**src/rtl/gpio_pkg.sv**
```systemverilog
// Shared GPIO register offsets, width limit and address decode helper.
// Included by the controller, the bench and mirrored in software headers.
package gpio_pkg;

    localparam int GPIO_MAX_WIDTH = 32;

    localparam logic [31:0] GPIO_DATA_IN    = 32'h00;
    localparam logic [31:0] GPIO_DATA_OUT   = 32'h04;
    localparam logic [31:0] GPIO_DIR        = 32'h08;
    localparam logic [31:0] GPIO_OUT_SET    = 32'h0C;
    localparam logic [31:0] GPIO_OUT_CLR    = 32'h10;
    localparam logic [31:0] GPIO_OUT_TGL    = 32'h14;
    localparam logic [31:0] GPIO_RISE_EN    = 32'h18;
    localparam logic [31:0] GPIO_FALL_EN    = 32'h1C;
    localparam logic [31:0] GPIO_IRQ_STATUS = 32'h20;

    typedef enum logic [3:0] {
        REG_DATA_IN,
        REG_DATA_OUT,
        REG_DIR,
        REG_OUT_SET,
        REG_OUT_CLR,
        REG_OUT_TGL,
        REG_RISE_EN,
        REG_FALL_EN,
        REG_IRQ_STATUS,
        REG_NONE
    } gpio_reg_e;

    // Offsets must match exactly; unaligned byte addresses fall into REG_NONE.
    function automatic gpio_reg_e gpio_decode(input logic [31:0] off);
        gpio_reg_e r;
        r = REG_NONE;
        case (off)
            GPIO_DATA_IN:    r = REG_DATA_IN;
            GPIO_DATA_OUT:   r = REG_DATA_OUT;
            GPIO_DIR:        r = REG_DIR;
            GPIO_OUT_SET:    r = REG_OUT_SET;
            GPIO_OUT_CLR:    r = REG_OUT_CLR;
            GPIO_OUT_TGL:    r = REG_OUT_TGL;
            GPIO_RISE_EN:    r = REG_RISE_EN;
            GPIO_FALL_EN:    r = REG_FALL_EN;
            GPIO_IRQ_STATUS: r = REG_IRQ_STATUS;
            default:         r = REG_NONE;
        endcase
        return r;
    endfunction

endpackage

```
**src/rtl/gpio_ctrl_if.sv**
```systemverilog
// Simple peripheral bus: single-cycle writes on bSel & bWrite, combinational reads.
// No wait states and no backpressure; the master owns select/address/data.
interface gpio_ctrl_if;

    logic        bSel;
    logic        bWrite;
    logic [31:0] bAddr;
    logic [31:0] bWData;
    logic [31:0] bRData;

    modport master (output bSel, output bWrite, output bAddr, output bWData, input bRData);
    modport slave  (input bSel, input bWrite, input bAddr, input bWData, output bRData);

endinterface

```
**src/rtl/gpio_sync.sv**
```systemverilog
// WIDTH-bit two-flop synchroniser for asynchronous inputs; 2 clk edges of latency.
// Free-running, no flow control; async active-high reset clears both stages.
module gpio_sync #(
    parameter int WIDTH = 16
) (
    input  logic             clk,
    input  logic             rst,
    input  logic [WIDTH-1:0] d_i,
    output logic [WIDTH-1:0] s1_o,
    output logic [WIDTH-1:0] q_o
);

    logic [WIDTH-1:0] s1_q;
    logic [WIDTH-1:0] s2_q;

    always_ff @(posedge clk or posedge rst) begin
        if (rst) begin
            s1_q <= '0;
            s2_q <= '0;
        end else begin
            s1_q <= d_i;
            s2_q <= s1_q;
        end
    end

    assign s1_o = s1_q;
    assign q_o  = s2_q;

endmodule

```
**src/rtl/gpio_ctrl.sv**
```systemverilog
// Bus-mapped GPIO: direction, atomic set/clr/tgl, synchronised inputs, edge IRQs.
// Writes take effect on the write edge; reads are combinational with no wait states.
module gpio_ctrl
    import gpio_pkg::*;
#(
    parameter int WIDTH  = 16,
    parameter int ADDR_W = 6
) (
    input  logic             clk,
    input  logic             rst,
    gpio_ctrl_if.slave       bus,
    input  logic [WIDTH-1:0] gpioInput,
    output logic [WIDTH-1:0] gpioOutput,
    output logic [WIDTH-1:0] gpioOe,
    output logic             irq
);

    logic [WIDTH-1:0] data_out_q, data_out_d;
    logic [WIDTH-1:0] dir_q, dir_d;
    logic [WIDTH-1:0] rise_en_q, rise_en_d;
    logic [WIDTH-1:0] fall_en_q, fall_en_d;
    logic [WIDTH-1:0] irq_status_q, irq_status_d;
    logic [WIDTH-1:0] s1_unused, s2, s3_q;

    logic [31:0]      offset;
    gpio_reg_e        reg_sel;
    logic             wr_en;
    logic [WIDTH-1:0] wdat;
    logic [WIDTH-1:0] rise, fall, evt, w1c;
    logic [31:0]      rdata;
    logic             unused_bus_bits;

    gpio_sync #(.WIDTH(WIDTH)) u_sync (
        .clk  (clk),
        .rst  (rst),
        .d_i  (gpioInput),
        .s1_o (s1_unused),
        .q_o  (s2)
    );

    assign offset  = 32'(bus.bAddr[ADDR_W-1:0]);
    assign reg_sel = gpio_decode(offset);
    assign wr_en   = bus.bSel & bus.bWrite;
    assign wdat    = bus.bWData[WIDTH-1:0];

    // s3 is a third stage kept only for edge detection; DATA_IN stays at s2.
    assign rise = s2 & ~s3_q;
    assign fall = ~s2 & s3_q;
    assign evt  = (rise & rise_en_q) | (fall & fall_en_q);
    assign w1c  = (wr_en && reg_sel == REG_IRQ_STATUS) ? wdat : '0;

    always_comb begin
        data_out_d   = data_out_q;
        dir_d        = dir_q;
        rise_en_d    = rise_en_q;
        fall_en_d    = fall_en_q;
        if (wr_en) begin
            case (reg_sel)
                REG_DATA_OUT: data_out_d = wdat;
                REG_DIR:      dir_d      = wdat;
                REG_OUT_SET:  data_out_d = data_out_q | wdat;
                REG_OUT_CLR:  data_out_d = data_out_q & ~wdat;
                REG_OUT_TGL:  data_out_d = data_out_q ^ wdat;
                REG_RISE_EN:  rise_en_d  = wdat;
                REG_FALL_EN:  fall_en_d  = wdat;
                default:      ;
            endcase
        end
        // A new event outranks a same-cycle clear so no edge is ever lost.
        irq_status_d = (irq_status_q & ~w1c) | evt;
    end

    always_ff @(posedge clk or posedge rst) begin
        if (rst) begin
            data_out_q   <= '0;
            dir_q        <= '0;
            rise_en_q    <= '0;
            fall_en_q    <= '0;
            irq_status_q <= '0;
            s3_q         <= '0;
        end else begin
            data_out_q   <= data_out_d;
            dir_q        <= dir_d;
            rise_en_q    <= rise_en_d;
            fall_en_q    <= fall_en_d;
            irq_status_q <= irq_status_d;
            s3_q         <= s2;
        end
    end

    always_comb begin
        rdata = '0;
        case (reg_sel)
            REG_DATA_IN:    rdata = 32'(s2);
            REG_DATA_OUT:   rdata = 32'(data_out_q);
            REG_DIR:        rdata = 32'(dir_q);
            REG_RISE_EN:    rdata = 32'(rise_en_q);
            REG_FALL_EN:    rdata = 32'(fall_en_q);
            REG_IRQ_STATUS: rdata = 32'(irq_status_q);
            default:        rdata = '0;
        endcase
    end

    assign bus.bRData = rdata;
    assign gpioOutput = data_out_q;
    assign gpioOe     = dir_q;
    assign irq        = |irq_status_q;

    assign unused_bus_bits = ^{bus.bAddr, bus.bWData, s1_unused};

endmodule

```
**src/flat_wrapper.sv**
```systemverilog
// flat-port wrapper written by rule: the top's interface ports become plain ports
module gpio_ctrl_flat import gpio_pkg::*;
#(
    parameter int WIDTH  = 16,
    parameter int ADDR_W = 6
)
  (clk, rst, gpioInput, gpioOutput, gpioOe, irq, bus_bSel, bus_bWrite, bus_bAddr, bus_bWData, bus_bRData);
  gpio_ctrl_if bus_i ();
  input  logic clk;
  input  logic rst;
  input  logic [WIDTH-1:0] gpioInput;
  output logic [WIDTH-1:0] gpioOutput;
  output logic [WIDTH-1:0] gpioOe;
  output logic irq;
  input wire logic [$bits(bus_i.bSel)-1:0] bus_bSel;
  input wire logic [$bits(bus_i.bWrite)-1:0] bus_bWrite;
  input wire logic [$bits(bus_i.bAddr)-1:0] bus_bAddr;
  input wire logic [$bits(bus_i.bWData)-1:0] bus_bWData;
  output wire logic [$bits(bus_i.bRData)-1:0] bus_bRData;
  assign bus_i.bSel = bus_bSel;
  assign bus_i.bWrite = bus_bWrite;
  assign bus_i.bAddr = bus_bAddr;
  assign bus_i.bWData = bus_bWData;
  assign bus_bRData = bus_i.bRData;
  gpio_ctrl #(.WIDTH(WIDTH), .ADDR_W(ADDR_W)) u_core (.clk(clk), .rst(rst), .bus(bus_i), .gpioInput(gpioInput), .gpioOutput(gpioOutput), .gpioOe(gpioOe), .irq(irq));
endmodule
```
**config.mk**
```make
export PLATFORM = sky130hd
export DESIGN_NAME = gpio_ctrl_flat
export DESIGN_NICKNAME = d
export VERILOG_FILES = /design/src/rtl/gpio_pkg.sv /design/src/rtl/gpio_ctrl_if.sv /design/src/rtl/gpio_sync.sv /design/src/rtl/gpio_ctrl.sv /design/src/flat_wrapper.sv
export SDC_FILE = /design/constraint.sdc
export NUM_CORES = 1
export LEC_CHECK = 0
export ABC_AREA = 1
export CORE_MARGIN = 3
export CORE_UTILIZATION = 40
export CTS_BUF_LIST = sky130_fd_sc_hd__clkbuf_8
export DETAILED_ROUTE_END_ITERATION = 10
export GPL_TIMING_DRIVEN = 0
export PLACE_DENSITY = 0.66
export SETUP_SLACK_MARGIN = 0.5
export SLEW_MARGIN = 25
export SYNTH_ARGS = -nofsm -noshare
export SYNTH_HDL_FRONTEND = slang
export SYNTH_SLANG_ARGS = --single-unit
```
**constraint.sdc**
```tcl
create_clock -name clk -period 7.4 [get_ports clk]
set_input_delay 1.48 -clock clk [delete_from_list [all_inputs] [get_ports clk]]
set_output_delay 1.48 -clock clk [all_outputs]
set_load 0.01 [all_outputs]
```
==> tab_implementation.tex <==
\begin{tabular}{lr}
\hline
Metric & Value \\
\hline
\multicolumn{2}{l}{\textbf{STA}} \\
\quad Final Max Slew Viols & 0 \\
\quad Fin crit share & 74.9\% \\
\quad Post-route minimum period & 5.55 ns \\
\quad Achievable frequency & 180 MHz \\
\quad Max-Slew Margin vs Limit & 57.0\% \\
\quad Unrepaired setup endpoints after global routing & no \\
\quad Final setup violating endpoints & 0 \\
\quad Worst clock skew & 0.0114 ns \\
\quad Transition time of the tightest slew-check pin & 0.644 ns \\
\quad Sum of negative setup slack & 0 ns \\
\quad Total count of hold-check failures in the final report & 0 \\
\quad Fin Hold WS & 0.348 ns \\
\multicolumn{2}{l}{\textbf{Critical path}} \\
\quad Crit path kind & in -> out \\
\quad Crit path buf inv count & 4 \\
\quad Cell family with the largest share of critical-path delay & buffers and inverters \\
\quad Setup crit end kind & primary output \\
\quad Internal reg-to-reg setup slack & 6.11 ns \\
\quad Highest-delay cell along the critical path & clkdlybuf4s50\_1 \\
\quad Crit Reg-Reg Startpoint & u\_core.gpioOutput[14]\$\_DFFE\_PP0P\_ \\
\quad Required time at the worst-slack endpoint & 5.92 ns \\
\quad Worst Path Arrival & 4.07 ns \\
\quad Cell-by-cell trace of the critical path & clkdlybuf4s50\_1 > nor2\_1 > buf\_2 > nand3\_1 > buf\_2 > o21ai\_0 > nand3b\_1 > clkdlybuf4s50\_1 \\
\quad Worst-case reg-to-reg path depth & 8 \\
\quad Peak fanout along the critical path & 10 \\
\quad Worst Setup Start Kind & primary input \\
\quad Endpoint of the most critical register-to-register path & u\_core.gpioOutput[14]\$\_DFFE\_PP0P\_ \\
\quad CP peak stage delay & 0.55 ns \\
\multicolumn{2}{l}{\textbf{Power}} \\
\quad Share of power burned in the clock network & 34.5\% \\
\quad Combinational power share & 18.3\% \\
\quad Sw Ratio & 31.3\% \\
\quad Relative contribution of sequential cells to total power & 47.2\% \\
\quad Switching power of the nets & 541 uW \\
\quad Cell area power density & 208 nW/um\^{}2 \\
\quad Maximum ir drop on the vdd rail & 110 uV \\
\quad Leakage Power & 4.26 nW \\
\quad Internal power summed over all cells & 1.18 mW \\
\multicolumn{2}{l}{\textbf{Clock tree}} \\
\quad Post CTS Setup Buffer Count & 0 \\
\quad CTS tree & built \\
\quad CTS sink count & 128 \\
\quad H-tree depth & 4 \\
\quad Root Buffer Master & clkbuf\_8 \\
\quad Clock-pin slew reported for the worst setup and hold paths after clock tree synthesis & 0.09 ns \\
\quad Number of buffers added by the clock tree synthesis step & 17 \\
\quad Post-cts hold buffer count & 0 \\
\quad Count of instances resized after the clock tree is built & 0 \\
\quad Insertion delay of the later-clocked pin in the worst-skew pair & 0.46 ns \\
\quad Maximum root-to-sink buffer count & 2 \\
\multicolumn{2}{l}{\textbf{Floorplanning}} \\
\quad Die width & 135 microns \\
\quad Die height & 135 microns \\
\quad Starting utilization of the core area & 41.5\% \\
\quad Site Rows & 46 \\
\quad Core Region & 16100 sq um \\
\quad Area of the die & 18200 sq um \\
\quad Count of boundary I/O pins & 149 \\
\multicolumn{2}{l}{\textbf{Placed design}} \\
\quad Count of port buffers added during placement & 90 \\
\quad RD Place Congestion & 0.890 \\
\quad Detail Placement HPWL & 14100 microns \\
\multicolumn{2}{l}{\textbf{Min path}} \\
\quad Depth of the worst hold-timing path & 0 \\
\quad End point of the most critical hold path & u\_core.u\_sync.q\_o[1]\$\_DFF\_PP0\_ \\
\quad Hold path start & u\_core.u\_sync.s1\_o[1]\$\_DFF\_PP0\_ \\
\quad Worst hold-check path type & reg -> reg \\
\multicolumn{2}{l}{\textbf{Logic synthesis}} \\
\quad Cells after synthesis & 825 \\
\quad Cell taking the most area after synthesis & dfrtp\_1 \\
\quad Register bit count reported by yosys & 128 \\
\quad Number of synthesized flops with an enable pin & 0 \\
\quad Asr flop ratio synth & 100\% \\
\quad Yosys warns & 0 \\
\quad Synth area leaders & dfrtp\_1 48\%, nand2\_1 8.8\%, inv\_1 6.7\%, nor2\_1 6.7\%, ha\_1 6.0\% \\
\quad Cell Area, Synth & 6660 sq um \\
\quad Post-synthesis average cell area & 8.07 sq um \\
\quad Unique cell type count in the Yosys netlist & 33 \\
\quad Most used DFF post-synth & dfrtp\_1 \\
\quad Portion of the post-synthesis area used by sequential elements & 48.1\% \\
\quad Top-area cell type share of the netlist area & 48.1\% \\
\multicolumn{2}{l}{\textbf{Run}} \\
\quad Max-capacitance violation count & 0 \\
\multicolumn{2}{l}{\textbf{Status}} \\
\quad Run status & complete, no violations \\
\multicolumn{2}{l}{\textbf{Global routing}} \\
\quad Overall global routing resource usage & 21.9\% \\
\quad Remaining global-route overflow & 0 \\
\quad Wire length of the first global-routing pass & 30400 microns \\
\quad Largest net degree at the start of global routing & 76 \\
\quad Vias in the first global route & 5505 \\
\quad Initial antenna violation count & 0 \\
\multicolumn{2}{l}{\textbf{Drt}} \\
\quad Highest layer used for signal routing & met4 \\
\quad Average via count per standard cell & 4.92 \\
\quad DRC violation count after routing & 0 \\
\quad Met3 WL & 1480 microns \\
\quad Antenna viol nets, final & 0 \\
\quad TritonRoute pass-1 iters & 5 \\
\quad Amount of wire on met2 after detailed routing & 8650 microns \\
\quad Final wirelength & 19400 microns \\
\quad Vias & 5803 \\
\quad Initial detailed-routing violation count & 532 \\
\quad Wire length on met1 & 9040 microns \\
\quad DR WL/cell & 16.5 microns \\
\multicolumn{2}{l}{\textbf{Layout}} \\
\quad Filler Cell Count & 1563 \\
\quad Commonest non-fill, non-tap cell in the layout & nand2\_1 \\
\quad Final Net Count & 1066 \\
\quad Layout cell share with drive strength beyond 1 & 9.76\% \\
\quad Count of antenna diodes in the layout & 0 \\
\quad Layout-stage area growth over the synthesis result & 24.7\% \\
\quad Top library cells by usage in the layout, fill and taps aside & 156 x nand2\_1, 128 x dfrtp\_1, 118 x inv\_1, 118 x nor2\_1, 90 x clkdlybuf4s50\_1 \\
\hline
\end{tabular}
[flip-flops by register name, indices dropped and copies added, names as in the netlist]
signal,cells
u_core.fall_en_q,16
u_core.gpioOe,16
u_core.gpioOutput,16
u_core.irq_status_q,16
u_core.rise_en_q,16
u_core.s3_q,16
u_core.u_sync.q_o,16
u_core.u_sync.s1_o,16
[cell usage after synthesis (9+ instances only)]
master	number
dfrtp_1	128
nor3_1	11
clkbuf_1	9
buf_4	16
nand2_1	156
buf_2	21
o21ai_1	52
ha_1	32
nand4_1	35
nand3_1	37
a21oi_1	9
nor2_1	118
a31oi_1	10
o21ai_0	22
inv_1	119
[per-layer routing]
metal | track usage (%) | up-vias
met2 | 33.1 | 218
met4 | 5.15 | 0
met3 | 6.00 | 20
li1 | - | 2847
met1 | 31.6 | 2718
met5 | 0 | -
[per-stage QoR]
stage	instances	util [%]	instance area [sq um]	setup slack (ns)	power, mW
global route	1179	51.7	8300	1.73	1.81
detailed placement	1147	49.3	7920	1.91	1.14
CTS	1179	51.7	8300	1.89	1.73
finish	1179	51.7	8300	1.85	1.72
global placement	1146	49.1	7890	0.666	1.13
floorplan	840	-	6710	2.51	0.984
[layout make-up]
class	instances	area (sq um)	share of cell area (%)
sequential	128	3200	38.6
clock inverter	15	148	1.78
tap	216	270	3.26
multi-input combinational	541	2780	33.4
inverter	123	469	5.65
timing repair buffer	91	928	11.2
clock buffer	17	234	2.82
buffer	48	274	3.30
[worst max-delay path by stage]
stage | startpoint | to | cells after the start
floorplan | rst | u_core.fall_en_q[0]$_DFFE_PP0P_ | 1
global placement | rst | u_core.gpioOutput[12]$_DFFE_PP0P_ | 2
detailed placement | bus_bAddr[2] | bus_bRData[0] | 8
CTS | bus_bAddr[2] | bus_bRData[0] | 8
global route | bus_bAddr[2] | bus_bRData[0] | 8
finish | bus_bAddr[2] | bus_bRData[14] | 8
[worst reg2reg max path, stage by stage (launching register included)]
cell and delay (ns):
dfrtp_1 0.43, inv_1 0.08, ha_1 0.28, nand3_1 0.08
nand2_1 0.05, nor2_1 0.10, nand2_1 0.06, nand2_1 0.06
nand2_1 0.05
[power by group through the flow]
stage	logic [mW]	registers [mW]	clock network (mW)
2_1_floorplan	0.155	0.829	0
3_3_place_gp	0.307	0.826	0
3_5_place_dp	0.314	0.826	0
4_1_cts	0.317	0.813	0.602
5_1_grt	0.355	0.823	0.634
6_report	0.316	0.814	0.595
[cells by family (layout without fill, tap and decap cells)]
logic type      Yosys count  in the layout  share of synthesized area (%)
compound gates          105            105                           8.46
simple gates            388            388                           26.3
flops                   128            128                           48.1
fa+ha+maj                32             32                           6.01
buf+inv                 171            294                           11.1
other cells               1             16                         0.0563
(Power assumes the default switching activity.)
